`config.mk`:
```
export PLATFORM = sky130hd
export DESIGN_NAME = zbb_count_unit
export DESIGN_NICKNAME = d
export VERILOG_FILES = /design/src/rtl/zbb_count_unit.sv
export SDC_FILE = /design/constraint.sdc
export NUM_CORES = 1
export LEC_CHECK = 0
export BUFFER_PORTS_ARGS = -buffer_cell sky130_fd_sc_hd__buf_2
export CAP_MARGIN = 40
export CORE_UTILIZATION = 40
export CTS_CLUSTER_SIZE = 14
export DETAILED_ROUTE_END_ITERATION = 8
export PLACE_DENSITY = 0.7
export REMOVE_ABC_BUFFERS = 1
export SYNTH_ARGS = -nofsm -noshare
export SYNTH_HDL_FRONTEND = slang
export SYNTH_SLANG_ARGS = --single-unit
export TNS_END_PERCENT = 30
```
`constraint.sdc`:
```
create_clock -name clk -period 2.3 [get_ports clk]
set_input_delay 0.23 -clock clk [delete_from_list [all_inputs] [get_ports clk]]
set_output_delay 0.23 -clock clk [all_outputs]
set_load 0.1 [all_outputs]
```
`src/rtl/zbb_count_unit.sv`:
```
// ----------------------------------------------------------------------------
// zbb_count_unit
//
// Multi-cycle sequencer for the Zbb bit-count instructions CLZ, CTZ and CPOP.
// All three operations share one combinational leading-zero encoder:
//   - CLZ  : encoder applied directly to the operand.
//   - CTZ  : operand is bit-reversed on load, so trailing zeros become
//            leading zeros.
//   - CPOP : the encoder repeatedly locates the most-significant set bit,
//            which is then cleared while a counter increments. Latency is
//            therefore 2 + popcount(rs1) cycles from the accepting edge.
//
// Ports
//   clk         in   rising-edge clock
//   rst_n       in   synchronous active-low reset
//   kill        in   pipeline flush, aborts any in-flight operation
//   req_valid   in   request present
//   req_ready   out  unit can accept a request (IDLE only)
//   req_op      in   00 CLZ, 01 CTZ, 10 CPOP, 11 reserved (result 0)
//   req_rs1     in   source operand
//   rsp_valid   out  result available (DONE only)
//   rsp_ready   in   consumer takes the result
//   rsp_result  out  zero-extended count, stable while rsp_valid=1
//   busy        out  unit is in any state other than IDLE
//
// Also contains clz_encoder, the shared leading-zero counter.
// ----------------------------------------------------------------------------

// ----------------------------------------------------------------------------
// clz_encoder
//
// Purely combinational leading-zero count.
//   data_i  in   operand
//   lz_o    out  number of leading zeros, XLEN when data_i == 0
// ----------------------------------------------------------------------------
module clz_encoder #(
    parameter int XLEN  = 32,
    parameter int CNT_W = $clog2(XLEN) + 1
) (
    input  logic [XLEN-1:0]  data_i,
    output logic [CNT_W-1:0] lz_o
);

    always_comb begin
        // NOTE: every combinational output gets a default before any
        // conditional assignment, so no path leaves it unassigned and no
        // latch is inferred.
        lz_o = CNT_W'(XLEN);
        // Scanning upward lets the highest set bit overwrite earlier hits,
        // leaving the position of the most-significant one.
        for (int i = 0; i < XLEN; i++) begin
            if (data_i[i]) begin
                lz_o = CNT_W'(XLEN - 1 - i);
            end
        end
    end

endmodule

// ----------------------------------------------------------------------------
// zbb_count_unit (top)
// ----------------------------------------------------------------------------
module zbb_count_unit #(
    parameter int XLEN  = 32,
    parameter int CNT_W = $clog2(XLEN) + 1
) (
    input  logic            clk,
    input  logic            rst_n,
    input  logic            kill,
    input  logic            req_valid,
    output logic            req_ready,
    input  logic [1:0]      req_op,
    input  logic [XLEN-1:0] req_rs1,
    output logic            rsp_valid,
    input  logic            rsp_ready,
    output logic [XLEN-1:0] rsp_result,
    output logic            busy
);

    typedef enum logic [1:0] {
        S_IDLE = 2'b00,
        S_CALC = 2'b01,
        S_DONE = 2'b10
    } state_t;

    typedef enum logic [1:0] {
        OP_CLZ  = 2'b00,
        OP_CTZ  = 2'b01,
        OP_CPOP = 2'b10,
        OP_RSVD = 2'b11
    } op_t;

    localparam logic [XLEN-1:0] MSB_ONE = {1'b1, {(XLEN-1){1'b0}}};

    state_t            state_q, state_d;
    op_t               op_q,    op_d;
    logic [XLEN-1:0]   work_q,  work_d;
    logic [CNT_W-1:0]  cnt_q,   cnt_d;
    logic [XLEN-1:0]   result_q, result_d;

    logic [XLEN-1:0]   rs1_rev;
    logic [CNT_W-1:0]  lz;

    // ------------------------------------------------------------------
    // Shared encoder: always looks at the working register.
    // ------------------------------------------------------------------
    clz_encoder #(
        .XLEN  (XLEN),
        .CNT_W (CNT_W)
    ) u_clz (
        .data_i (work_q),
        .lz_o   (lz)
    );

    // Bit-reversed operand for CTZ: work[i] = rs1[XLEN-1-i].
    always_comb begin
        rs1_rev = '0;
        for (int i = 0; i < XLEN; i++) begin
            rs1_rev[i] = req_rs1[XLEN-1-i];
        end
    end

    // ------------------------------------------------------------------
    // Next-state and datapath update.
    // ------------------------------------------------------------------
    always_comb begin
        // NOTE: combinational blocks use blocking assignments so later
        // statements see the values computed above them in the same pass.
        state_d  = state_q;
        op_d     = op_q;
        work_d   = work_q;
        cnt_d    = cnt_q;
        result_d = result_q;

        if (kill) begin
            // Flush wins over everything except reset; the partial result
            // is abandoned and result_q keeps its previous value.
            state_d = S_IDLE;
        end else begin
            unique case (state_q)
                S_IDLE: begin
                    if (req_valid) begin
                        op_d  = op_t'(req_op);
                        cnt_d = '0;
                        unique case (op_t'(req_op))
                            OP_CLZ,
                            OP_CPOP: work_d = req_rs1;
                            OP_CTZ:  work_d = rs1_rev;
                            default: work_d = '0;
                        endcase
                        state_d = S_CALC;
                    end
                end

                S_CALC: begin
                    unique case (op_q)
                        OP_CLZ,
                        OP_CTZ: begin
                            result_d = {{(XLEN-CNT_W){1'b0}}, lz};
                            state_d  = S_DONE;
                        end
                        OP_CPOP: begin
                            if (work_q == '0) begin
                                result_d = {{(XLEN-CNT_W){1'b0}}, cnt_q};
                                state_d  = S_DONE;
                            end else begin
                                // lz < XLEN here, so the shifted one marks
                                // exactly the most-significant set bit.
                                work_d = work_q & ~(MSB_ONE >> lz);
                                // At most XLEN increments: never wraps.
                                cnt_d  = cnt_q + CNT_W'(1);
                            end
                        end
                        default: begin
                            result_d = '0;
                            state_d  = S_DONE;
                        end
                    endcase
                end

                S_DONE: begin
                    if (rsp_ready) begin
                        state_d = S_IDLE;
                    end
                end

                default: begin
                    state_d = S_IDLE;
                end
            endcase
        end
    end

    // ------------------------------------------------------------------
    // State registers.
    // ------------------------------------------------------------------
    always_ff @(posedge clk) begin
        // NOTE: every register is reset, not only the FSM, because
        // result_q drives rsp_result directly and must read 0 after reset.
        if (!rst_n) begin
            state_q  <= S_IDLE;
            op_q     <= OP_CLZ;
            work_q   <= '0;
            cnt_q    <= '0;
            result_q <= '0;
        end else begin
            state_q  <= state_d;
            op_q     <= op_d;
            work_q   <= work_d;
            cnt_q    <= cnt_d;
            result_q <= result_d;
        end
    end

    // ------------------------------------------------------------------
    // Outputs: decodes of registered state only, so nothing on req_*
    // reaches rsp_* within the same cycle.
    // ------------------------------------------------------------------
    assign req_ready  = (state_q == S_IDLE);
    assign rsp_valid  = (state_q == S_DONE);
    assign busy       = (state_q != S_IDLE);
    assign rsp_result = result_q;

endmodule

```
==> flow_metrics.env, run 1 <==
export IMPL_run_status="complete, but fails checks"
export IMPL_violations="setup timing"
export IMPL_pre_cts_slack_ps=-176
export IMPL_path_max_fanout=5
export IMPL_synth_top_area_share_pct=30.1
export IMPL_p_leak_nw=1.87
export IMPL_antenna_found_initial=0
export IMPL_die_width_um=91.3
export IMPL_wl_per_cell_um=17.2
export IMPL_cp_start_kind="register"
export IMPL_grt_pass1_wl_um=17200
export IMPL_synth_adder_area_share_pct=0.392
export IMPL_gr_total_overflow=0
export IMPL_core_area_mm2=0.00773
export IMPL_grt_start_max_net_pins=22
export IMPL_r2r_slack_ps=-90
export IMPL_max_freq_ghz=0.418
export IMPL_synth_distinct_cells=69
export IMPL_clkSinkCount=48
export IMPL_cts_tree="done"
export IMPL_synth_top_family_by_area="simple AND/OR/NAND/NOR gates"
export IMPL_p_sw_mw=1.12
export IMPL_rsz0062_at_grt="yes"
export IMPL_drc_errors=0
export IMPL_arrival_ps=2570
export IMPL_h_tree_depth=2
export IMPL_slowest_stage="or4_4"
export IMPL_layout_common_cells="81 x buf_4, 47 x buf_2, 46 x a21oi_1"
export IMPL_yosys_area_top_type="dfxtp_1"
export IMPL_drt_initial_drc_count=416
export IMPL_synth_edf_count=0
export IMPL_clockPowerShare_pct=20.0
export IMPL_synth_mux_area_share_pct=0.314
export IMPL_tightest_slew_ps=910
export IMPL_setup_viol=6
export IMPL_clk_pin_slew_worst_paths_ps=90
export IMPL_synth_ff_type="dfxtp_1"
export IMPL_fin_crit_ps=2390
export IMPL_synth_seq_area_share_pct=30.1
export IMPL_final_hold_viol_count=0
export IMPL_grt_use_total_pct=26.4
export IMPL_cap_violations=0
export IMPL_power_density_mw_per_mm2=620
export IMPL_hold_class="in2reg"
export IMPL_cts_buffers=5
export IMPL_antenna_left=0
export IMPL_ir_drop_v=0.000359
export IMPL_hold_slack_ps=192
export IMPL_final_max_slew_viol_count=0
export IMPL_start_util_pct=41.3
export IMPL_seqPwrFrac_pct=33.2
export IMPL_worst_path_buf_inv=1
export IMPL_syn_area_per_cell_um2=7.63
export IMPL_clockRootBuffer="clkbuf_8"
export IMPL_routed_wl_um=11100
export IMPL_cts_buffer_depth=2
export IMPL_worst_slack_ps=-93.4
export IMPL_slew_headroom_pct=39.1
export IMPL_dr_pass1_iters=7
export IMPL_synth_warnings=0
export IMPL_postCtsHoldBufs=0
export IMPL_yosys_area_share_simple_pct=29.8
export IMPL_synth_area_mm2=0.00319
export IMPL_p_sw_share_pct=41.1
export IMPL_via_per_inst=5.72
export IMPL_clk_latency_ps=310
export IMPL_place_congestion=1.03
export IMPL_total_power_mw=2.71
export IMPL_first_global_vias=3291
export IMPL_fp_row_count=32
export IMPL_clock_skew_ps=9.23
export IMPL_power_frac_comb_pct=46.9
export IMPL_synth_xor_xnor_area_share_pct=1.10
export IMPL_dp_hpwl_um=8510
export IMPL_crit_required_ps=2480
export IMPL_num_antenna_cells=0
export IMPL_path_class="reg2reg"
export IMPL_layout_commonest_cell="buf_4"
export IMPL_chipHeight_um=91.3
export IMPL_ioPinCount=74
export IMPL_syn2layout_area_growth_pct=37.2
export IMPL_synth_compound_area_share_pct=28.1
export IMPL_num_nets_final=582
export IMPL_crit_family="simple AND/OR/NAND/NOR gates"
export IMPL_syn_inst=418
export IMPL_synthArstFlopShare_pct=0
export IMPL_worst_setup_path_end_kind="register"
export IMPL_synth_seq_cells=48
export IMPL_fin_crit_sh_pct=104
export IMPL_portBuffers=47
export IMPL_cp_cell_sequence="buf_4 -> or4_4 -> o211ai_1 -> a21oi_2 -> or2_4 -> or3_4 -> o311ai_2 -> o21ai_1"
export IMPL_vias=3692
export IMPL_synth_area_top_cells="dfxtp_1 30%, a21oi_1 7.4%, buf_4 6.1%"
export IMPL_die_area_mm2=0.00833
export IMPL_p_int_mw=1.60
export IMPL_critPathMaxStageDelay_ps=510
export IMPL_layout_drive_gt1_share_pct=37.2
## metal layers
| metal | wire [µm] | track usage (%) | vias to the layer above |
|---|---|---|---|
| met5 | 0 | 0 | - |
| met4 | 213 | 6.08 | 0 |
| met3 | 861 | 3.43 | 22 |
| met2 | 4980 | 42.7 | 178 |
| met1 | 5020 | 37.3 | 1741 |
| li1 | - | - | 1751 |
## worst paths after layout
| path | start | end | depth (start not counted) |
|---|---|---|---|
| min | req_rs1[15] | work_q[16]$_SDFFE_PN0P_ | 3 |
| max reg2reg | work_q[5]$_SDFFE_PN0P_ | work_q[3]$_SDFFE_PN0P_ | 8 |
| min reg2reg | rsp_result[2]$_SDFFE_PN0P_ | rsp_result[2]$_SDFFE_PN0P_ | 2 |
| max | work_q[5]$_SDFFE_PN0P_ | work_q[3]$_SDFFE_PN0P_ | 8 |
## what timing repair did
action | 4_1_cts | 5_1_grt
buffers inserted | 2 | 4
pin swaps | 10 | 13
hold endpoints to repair | 0 | 0
endpoints found under the setup margin | 36 | 40
gates cloned | 0 | 1
resized for setup | 26 | 39
## cells in the mapped netlist, types with 7 or more instances
library cell and number:
clkbuf_1 14, nor3_1 8, nand3_1 13, buf_4 26, o211ai_1 17, a22oi_1 7, inv_1 12, and3_1 7
nor2b_1 27, dfxtp_1 48, a21oi_1 47, nand2_1 23, nor2_1 49, o21ai_0 17, nor4_1 11
## power groups by stage
stage	clock network, mW	registers (mW)	logic [mW]
floorplan	0	0.941	0.597
global placement	0	0.913	1.06
global route	0.576	0.903	1.34
CTS	0.545	0.895	1.13
finish	0.541	0.899	1.27
detailed placement	0	0.914	1.06
## registers in the layout, indices dropped and copies added (netlist names)
| register | count |
|---|---|
| state_q | 2 |
| op_q | 2 |
| work_q | 32 |
| rsp_result | 6 |
| cnt_q | 6 |
## metrics by stage
stage | area (µm²) | utilization, % | TNS [ps] | cells
after floorplan | 3010 | - | -18190 | 400
after global routing | 4370 | 56.6 | -1660 | 645
after detailed placement | 3980 | 51.6 | -2190 | 630
after global placement | 3980 | 51.6 | -1870 | 630
final | 4370 | 56.6 | -256 | 645
after CTS | 4180 | 54.1 | -100 | 640
## logic make-up after synthesis
group                    Yosys count
adder cells (fa/ha/maj)            1
multiplexers                       1
XOR/XNOR                           4
other                              1
AO/OA/AOI/OAI                    134
flip-flops                        48
buffers and inverters             56
AND/OR/NAND/NOR                  173
## final cells by class
cell class	instances	area (µm²)
fill	728	3350
multi-input combinational	340	2220
sequential	48	975
timing repair buffer	134	911
tap	102	128
clock buffer	7	86.3
inverter	13	48.8
clock inverter	1	7.51
## worst reg2reg max path, cell delays in order, from the launching register on
cell,delay [ps]
dfxtp_1,330
buf_4,150
or4_4,510
o211ai_1,220
a21oi_2,120
or2_4,280
or3_4,350
o311ai_2,210
o21ai_1,90
(Power assumes the default switching activity.)
==> inputs of run 2 (changes only) <==
--- a/config.mk
+++ b/config.mk
@@ -10,7 +10,7 @@
 export CORE_UTILIZATION = 40
 export CTS_CLUSTER_SIZE = 14
 export DETAILED_ROUTE_END_ITERATION = 8
-export PLACE_DENSITY = 0.7
+export PLACE_DENSITY = 0.67
 export REMOVE_ABC_BUFFERS = 1
 export SYNTH_ARGS = -nofsm -noshare
 export SYNTH_HDL_FRONTEND = slang
==> constraint.sdc (replaced) <==
create_clock -name clk -period 2.7 [get_ports clk]
set_input_delay 0.27 -clock clk [delete_from_list [all_inputs] [get_ports clk]]
set_output_delay 0.27 -clock clk [all_outputs]
set_load 0.1 [all_outputs]
==> flow_metrics.env, run 2 (same netlist as run 1, synthesis figures left out) <==
export IMPL_run_status="finished, final reports clean"
export IMPL_place_congestion=0.955
export IMPL_worst_slack_ps=175
export IMPL_clk_pin_slew_worst_paths_ps=100
export IMPL_place_area_mm2=0.00356
export IMPL_layout_drive_gt1_share_pct=21.1
export IMPL_dp_hpwl_um=7500
export IMPL_first_global_vias=3056
export IMPL_p_leak_nw=1.50
export IMPL_multi_input_area_mm2=0.00200
export IMPL_cts_buffers=5
export IMPL_n_fill_cell=780
export IMPL_ir_drop_v=0.000238
export IMPL_max_freq_ghz=0.396
export IMPL_pre_cts_slack_ps=185
export IMPL_clk_latency_ps=310
export IMPL_routed_wl_um=9670
export IMPL_arrival_ps=2730
export IMPL_ioPinCount=74
export IMPL_grt_pass1_wl_um=15600
export IMPL_slew_headroom_pct=49.9
export IMPL_cts_resized_gates=0
export IMPL_clkSinkCount=48
export IMPL_clock_skew_ps=10.7
export IMPL_rsz0062_at_grt="no"
export IMPL_hold_class="in2reg"
export IMPL_fin_crit_ps=2530
export IMPL_die_width_um=91.3
export IMPL_fp_row_count=32
export IMPL_fin_crit_sh_pct=93.5
export IMPL_syn2layout_area_growth_pct=14.4
export IMPL_layout_common_cells="49 x nor2_1, 48 x dfxtp_1, 47 x a21oi_1, 47 x buf_2, 27 x nor2b_1"
export IMPL_final_util_pct=47.2
export IMPL_clockRootBuffer="clkbuf_8"
export IMPL_grt_use_total_pct=23.9
export IMPL_path_class="reg2reg"
export IMPL_seq_area_um2=961
export IMPL_die_area_mm2=0.00833
export IMPL_power_density_mw_per_mm2=556
export IMPL_largest_register_ffs=32
export IMPL_setup_viol=0
export IMPL_wl_per_cell_um=16.6
export IMPL_drc_errors=0
export IMPL_num_antenna_cells=0
export IMPL_cts_buffer_depth=2
export IMPL_vias=3350
export IMPL_tightest_slew_ps=748
export IMPL_dr_pass1_iters=5
export IMPL_path_max_fanout=7
export IMPL_drt_initial_drc_count=288
export IMPL_antenna_found_initial=0
export IMPL_cp_start_kind="register"
export IMPL_crit_required_ps=2900
export IMPL_worst_setup_path_end_kind="register"
export IMPL_final_max_slew_viol_count=0
export IMPL_antenna_left=0
export IMPL_cts_tree="done"
export IMPL_largest_register="work_q"
export IMPL_via_per_inst=5.77
export IMPL_portBuffers=47
export IMPL_gr_total_overflow=0
export IMPL_chipHeight_um=91.3
export IMPL_num_nets_final=518
export IMPL_core_area_mm2=0.00773
export IMPL_h_tree_depth=2
export IMPL_cts_setup_buffers=0
export IMPL_start_util_pct=41.3
export IMPL_grt_start_max_net_pins=26
export IMPL_postCtsHoldBufs=0
export IMPL_layout_commonest_cell="nor2_1"
export IMPL_cap_violations=0
export IMPL_fin_area_mm2=0.00365
export IMPL_final_hold_viol_count=0
run 2: final timing paths:
kind / slack, ps / startpoint / endpoint / cells past startpoint
max: 170 / work_q[20]$_SDFFE_PN0P_ / rsp_result[1]$_SDFFE_PN0P_ / 7
min: 200 / req_op[1] / op_q[1]$_SDFFE_PN0P_ / 3
max reg2reg: 170 / work_q[20]$_SDFFE_PN0P_ / rsp_result[1]$_SDFFE_PN0P_ / 7
min reg2reg: 500 / rsp_result[5]$_SDFFE_PN0P_ / rsp_result[5]$_SDFFE_PN0P_ / 2
run 2: metrics by stage:
stage               std cells  total power [mW]  hold WS [ps]  TNS, ps
detailed placement        573              1.57           489        0
CTS                       581              2.02           204        0
finish                    581              2.03           198        0
global route              581              2.12           247        0
global placement          573              1.57           481        0
floorplan                 400              1.31           406    -6260
run 2: layout make-up:
type | count | share of cell area [%]
Clock buffer | 5 | 1.89
Clock inverter | 3 | 0.583
Inverter | 13 | 1.34
Multi-Input combinational cell | 339 | 54.9
Sequential cell | 48 | 26.4
Tap cell | 102 | 3.50
Timing Repair Buffer | 71 | 11.4
run 2: per-layer routing:
metal / global-route usage, % / routed length [µm] / part of all wire (%) / up-vias
met5: 0 / 0 / 0 / -
met4: 7.41 / 183 / 1.9 / 0
met3: 2.93 / 671 / 6.9 / 18
met2: 37.9 / 4250 / 44 / 138
met1: 33.7 / 4560 / 47 / 1570
li1: - / - / - / 1624
run 2: power by group:
part	leakage (nW)	internal, mW	switching, mW	total (mW)
clock network	0.0445	0.185	0.271	0.455
logic	1.07	0.248	0.550	0.798
registers	0.390	0.735	0.0386	0.773
run 2: critical path, cell delays in order (launching register included):
cell      delay, ps
dfxtp_1         390
or4_1           650
nor4b_4         380
nand2_4         110
and2_4          180
or3_4           340
a211oi_1        290
nor3_1           80
==> inputs of run 3 (changes only) <==
--- a/config.mk
+++ b/config.mk
@@ -5,12 +5,13 @@
 export SDC_FILE = /design/constraint.sdc
 export NUM_CORES = 1
 export LEC_CHECK = 0
+export ABC_AREA = 1
 export BUFFER_PORTS_ARGS = -buffer_cell sky130_fd_sc_hd__buf_2
 export CAP_MARGIN = 40
 export CORE_UTILIZATION = 40
 export CTS_CLUSTER_SIZE = 14
 export DETAILED_ROUTE_END_ITERATION = 8
-export PLACE_DENSITY = 0.67
+export PLACE_DENSITY = 0.69
 export REMOVE_ABC_BUFFERS = 1
 export SYNTH_ARGS = -nofsm -noshare
 export SYNTH_HDL_FRONTEND = slang
==> constraint.sdc (replaced) <==
create_clock -name clk -period 2.2 [get_ports clk]
set_input_delay 0.22 -clock clk [delete_from_list [all_inputs] [get_ports clk]]
set_output_delay 0.22 -clock clk [all_outputs]
set_load 0.1 [all_outputs]
==> flow_metrics.env, run 3 <==
export IMPL_die_width_um=92.0
export IMPL_clk_pin_slew_worst_paths_ps=90
export IMPL_run_status="complete, but fails checks"
export IMPL_crit_required_ps=2380
export IMPL_p_int_mw=1.69
export IMPL_tightest_slew_ps=715
export IMPL_vias=3692
export IMPL_syn2layout_area_growth_pct=28.5
export IMPL_ioPinCount=74
export IMPL_syn_inst=496
export IMPL_crit_family="simple AND/OR/NAND/NOR gates"
export IMPL_fin_crit_ps=2600
export IMPL_gr_total_overflow=0
export IMPL_slew_headroom_pct=52.2
export IMPL_ir_drop_v=0.000380
export IMPL_synthArstFlopShare_pct=0
export IMPL_dr_pass1_iters=5
export IMPL_synth_common_cells="82 x nand2_1, 71 x inv_1, 50 x a21oi_1"
export IMPL_max_freq_ghz=0.385
export IMPL_grt_use_total_pct=25.4
export IMPL_path_max_fanout=4
export IMPL_synth_ff_type="dfxtp_1"
export IMPL_via_per_inst=5.31
export IMPL_crit_top_cell="nand2_1"
export IMPL_cp_start_kind="register"
export IMPL_critPathMaxStageDelay_ps=330
export IMPL_hold_slack_ps=183
export IMPL_wl_per_cell_um=15.1
export IMPL_rsz0062_at_grt="yes"
export IMPL_routed_wl_um=10500
export IMPL_synth_area_top_cells="dfxtp_1 30%, nand2_1 9.5%, inv_1 8.2%"
export IMPL_power_density_mw_per_mm2=688
export IMPL_antenna_found_initial=0
export IMPL_dp_hpwl_um=8060
export IMPL_synth_distinct_cells=33
export IMPL_power_frac_comb_pct=42.4
export IMPL_violations="setup timing"
export IMPL_synth_top_area_share_pct=29.7
export IMPL_synth_seq_area_share_pct=29.7
export IMPL_path_class="reg2reg"
export IMPL_final_max_slew_viol_count=0
export IMPL_antenna_left=0
export IMPL_clock_skew_ps=7.63
export IMPL_h_tree_depth=2
export IMPL_clockPowerShare_pct=25.2
export IMPL_core_area_mm2=0.00777
export IMPL_final_hold_viol_count=0
export IMPL_postCtsHoldBufs=0
export IMPL_yosys_area_top_type="dfxtp_1"
export IMPL_layout_drive_gt1_share_pct=26.3
export IMPL_cts_tree="done"
export IMPL_largest_register_ffs=32
export IMPL_slowest_stage="dfxtp_2"
export IMPL_layout_common_cells="78 x nand2_1, 70 x inv_1, 61 x buf_4"
export IMPL_synth_area_mm2=0.00324
export IMPL_drc_errors=0
export IMPL_worst_setup_path_end_kind="register"
export IMPL_clkSinkCount=48
export IMPL_clk_latency_ps=310
export IMPL_worst_path_buf_inv=1
export IMPL_pre_cts_slack_ps=-396
export IMPL_portBuffers=47
export IMPL_synth_edf_count=0
export IMPL_fin_crit_sh_pct=118
export IMPL_largest_register="work_q"
export IMPL_place_congestion=0.935
export IMPL_num_antenna_cells=0
export IMPL_layout_commonest_cell="nand2_1"
export IMPL_worst_slack_ps=-400
export IMPL_cts_buffers=5
export IMPL_grt_pass1_wl_um=17100
export IMPL_p_leak_nw=1.82
export IMPL_grt_start_max_net_pins=29
export IMPL_setup_viol=36
export IMPL_synth_seq_cells=48
export IMPL_first_global_vias=3588
export IMPL_cap_violations=0
export IMPL_p_sw_share_pct=41.0
export IMPL_die_area_mm2=0.00846
export IMPL_num_nets_final=632
export IMPL_cts_buffer_depth=2
export IMPL_p_sw_mw=1.17
export IMPL_clockRootBuffer="clkbuf_8"
export IMPL_syn_area_per_cell_um2=6.53
export IMPL_start_util_pct=41.7
export IMPL_seqPwrFrac_pct=32.4
export IMPL_arrival_ps=2780
export IMPL_drt_initial_drc_count=234
export IMPL_yosysMostFrequentCell="nand2_1"
export IMPL_synth_warnings=0
export IMPL_final_util_pct=53.6
export IMPL_chipHeight_um=92.0
export IMPL_hold_class="in2reg"
export IMPL_fp_row_count=32
## run 3: cell types whose count changed in the layout (fill, tap and decap cells not counted), sizes merged, moves of 12 or more
| cell | change |
|---|---|
| inv | +60 |
| nor3 | +14 |
| nor2b | -27 |
| nand2 | +63 |
| buf | +39 |
| o21ai | +12 |
| nand3 | +21 |
| a221oi | +17 |
## run 3: path summary, 6_finish.rpt
check / cells past startpoint / start / slack, ps / to
worst max-delay path: 37 / work_q[1]$_SDFFE_PN0P_ / -400 / work_q[7]$_SDFFE_PN0P_
worst min-delay path: 4 / rsp_ready / 180 / state_q[1]$_SDFFE_PP0P_
worst max register to register: 37 / work_q[1]$_SDFFE_PN0P_ / -400 / work_q[7]$_SDFFE_PN0P_
worst min register to register: 2 / work_q[28]$_SDFFE_PN0P_ / 490 / work_q[28]$_SDFFE_PN0P_
## run 3: logic make-up after synthesis
group | Yosys count | synth area share, %
compound gates | 124 | 23.3
fa+ha+maj | 1 | 0.386
buf+inv | 120 | 17.0
flops | 48 | 29.7
other cells | 1 | 0.116
simple gates | 202 | 29.5
## run 3: area by class of cell
class	count	area, µm²
fill	784	3610
inverter	74	280
clock inverter	1	30.0
multi-input combinational	353	1940
clock buffer	7	96.3
sequential	48	962
timing repair buffer	110	724
tap	102	128
## run 3: power groups by stage
stage	clock network, mW	logic (mW)	registers [mW]
after floorplan	0	0.655	0.973
after global placement	0	1.09	0.945
after detailed placement	0	1.09	0.946
after CTS	0.726	1.18	0.926
after global routing	0.762	1.30	0.931
final	0.721	1.21	0.927
## run 3: worst register-to-register path, delay by kind of cell (launching register included)
kind | cells | cell delay, ps
compound gates | 1 | 60
buf+inv | 1 | 30
flops | 1 | 330
simple gates | 35 | 2030
## run 3: per-layer routing
layer  GRT usage [%]  wire, µm
met5               0         0
met4            6.38       160
met3            3.65       643
met2            43.2      4880
met1            33.7      4790
## run 3: repair_timing
action | 4_1_cts | 5_1_grt
resized for setup | 25 | 6
pin swaps | 6 | 3
gates cloned | 0 | 0
setup buffers | 1 | 0
endpoints found under the setup margin | 44 | 44
## run 3: metrics by stage
step                      TNS [ps]  cell area [µm²]  instances  power (mW)
after floorplan             -50090             3060        475        1.63
after global placement       -9320             3900        686        2.03
after detailed placement    -10770             3900        686        2.04
after CTS                    -9540             4140        695        2.83
after global routing        -24890             4160        695        2.99
final                        -9780             4160        695        2.86
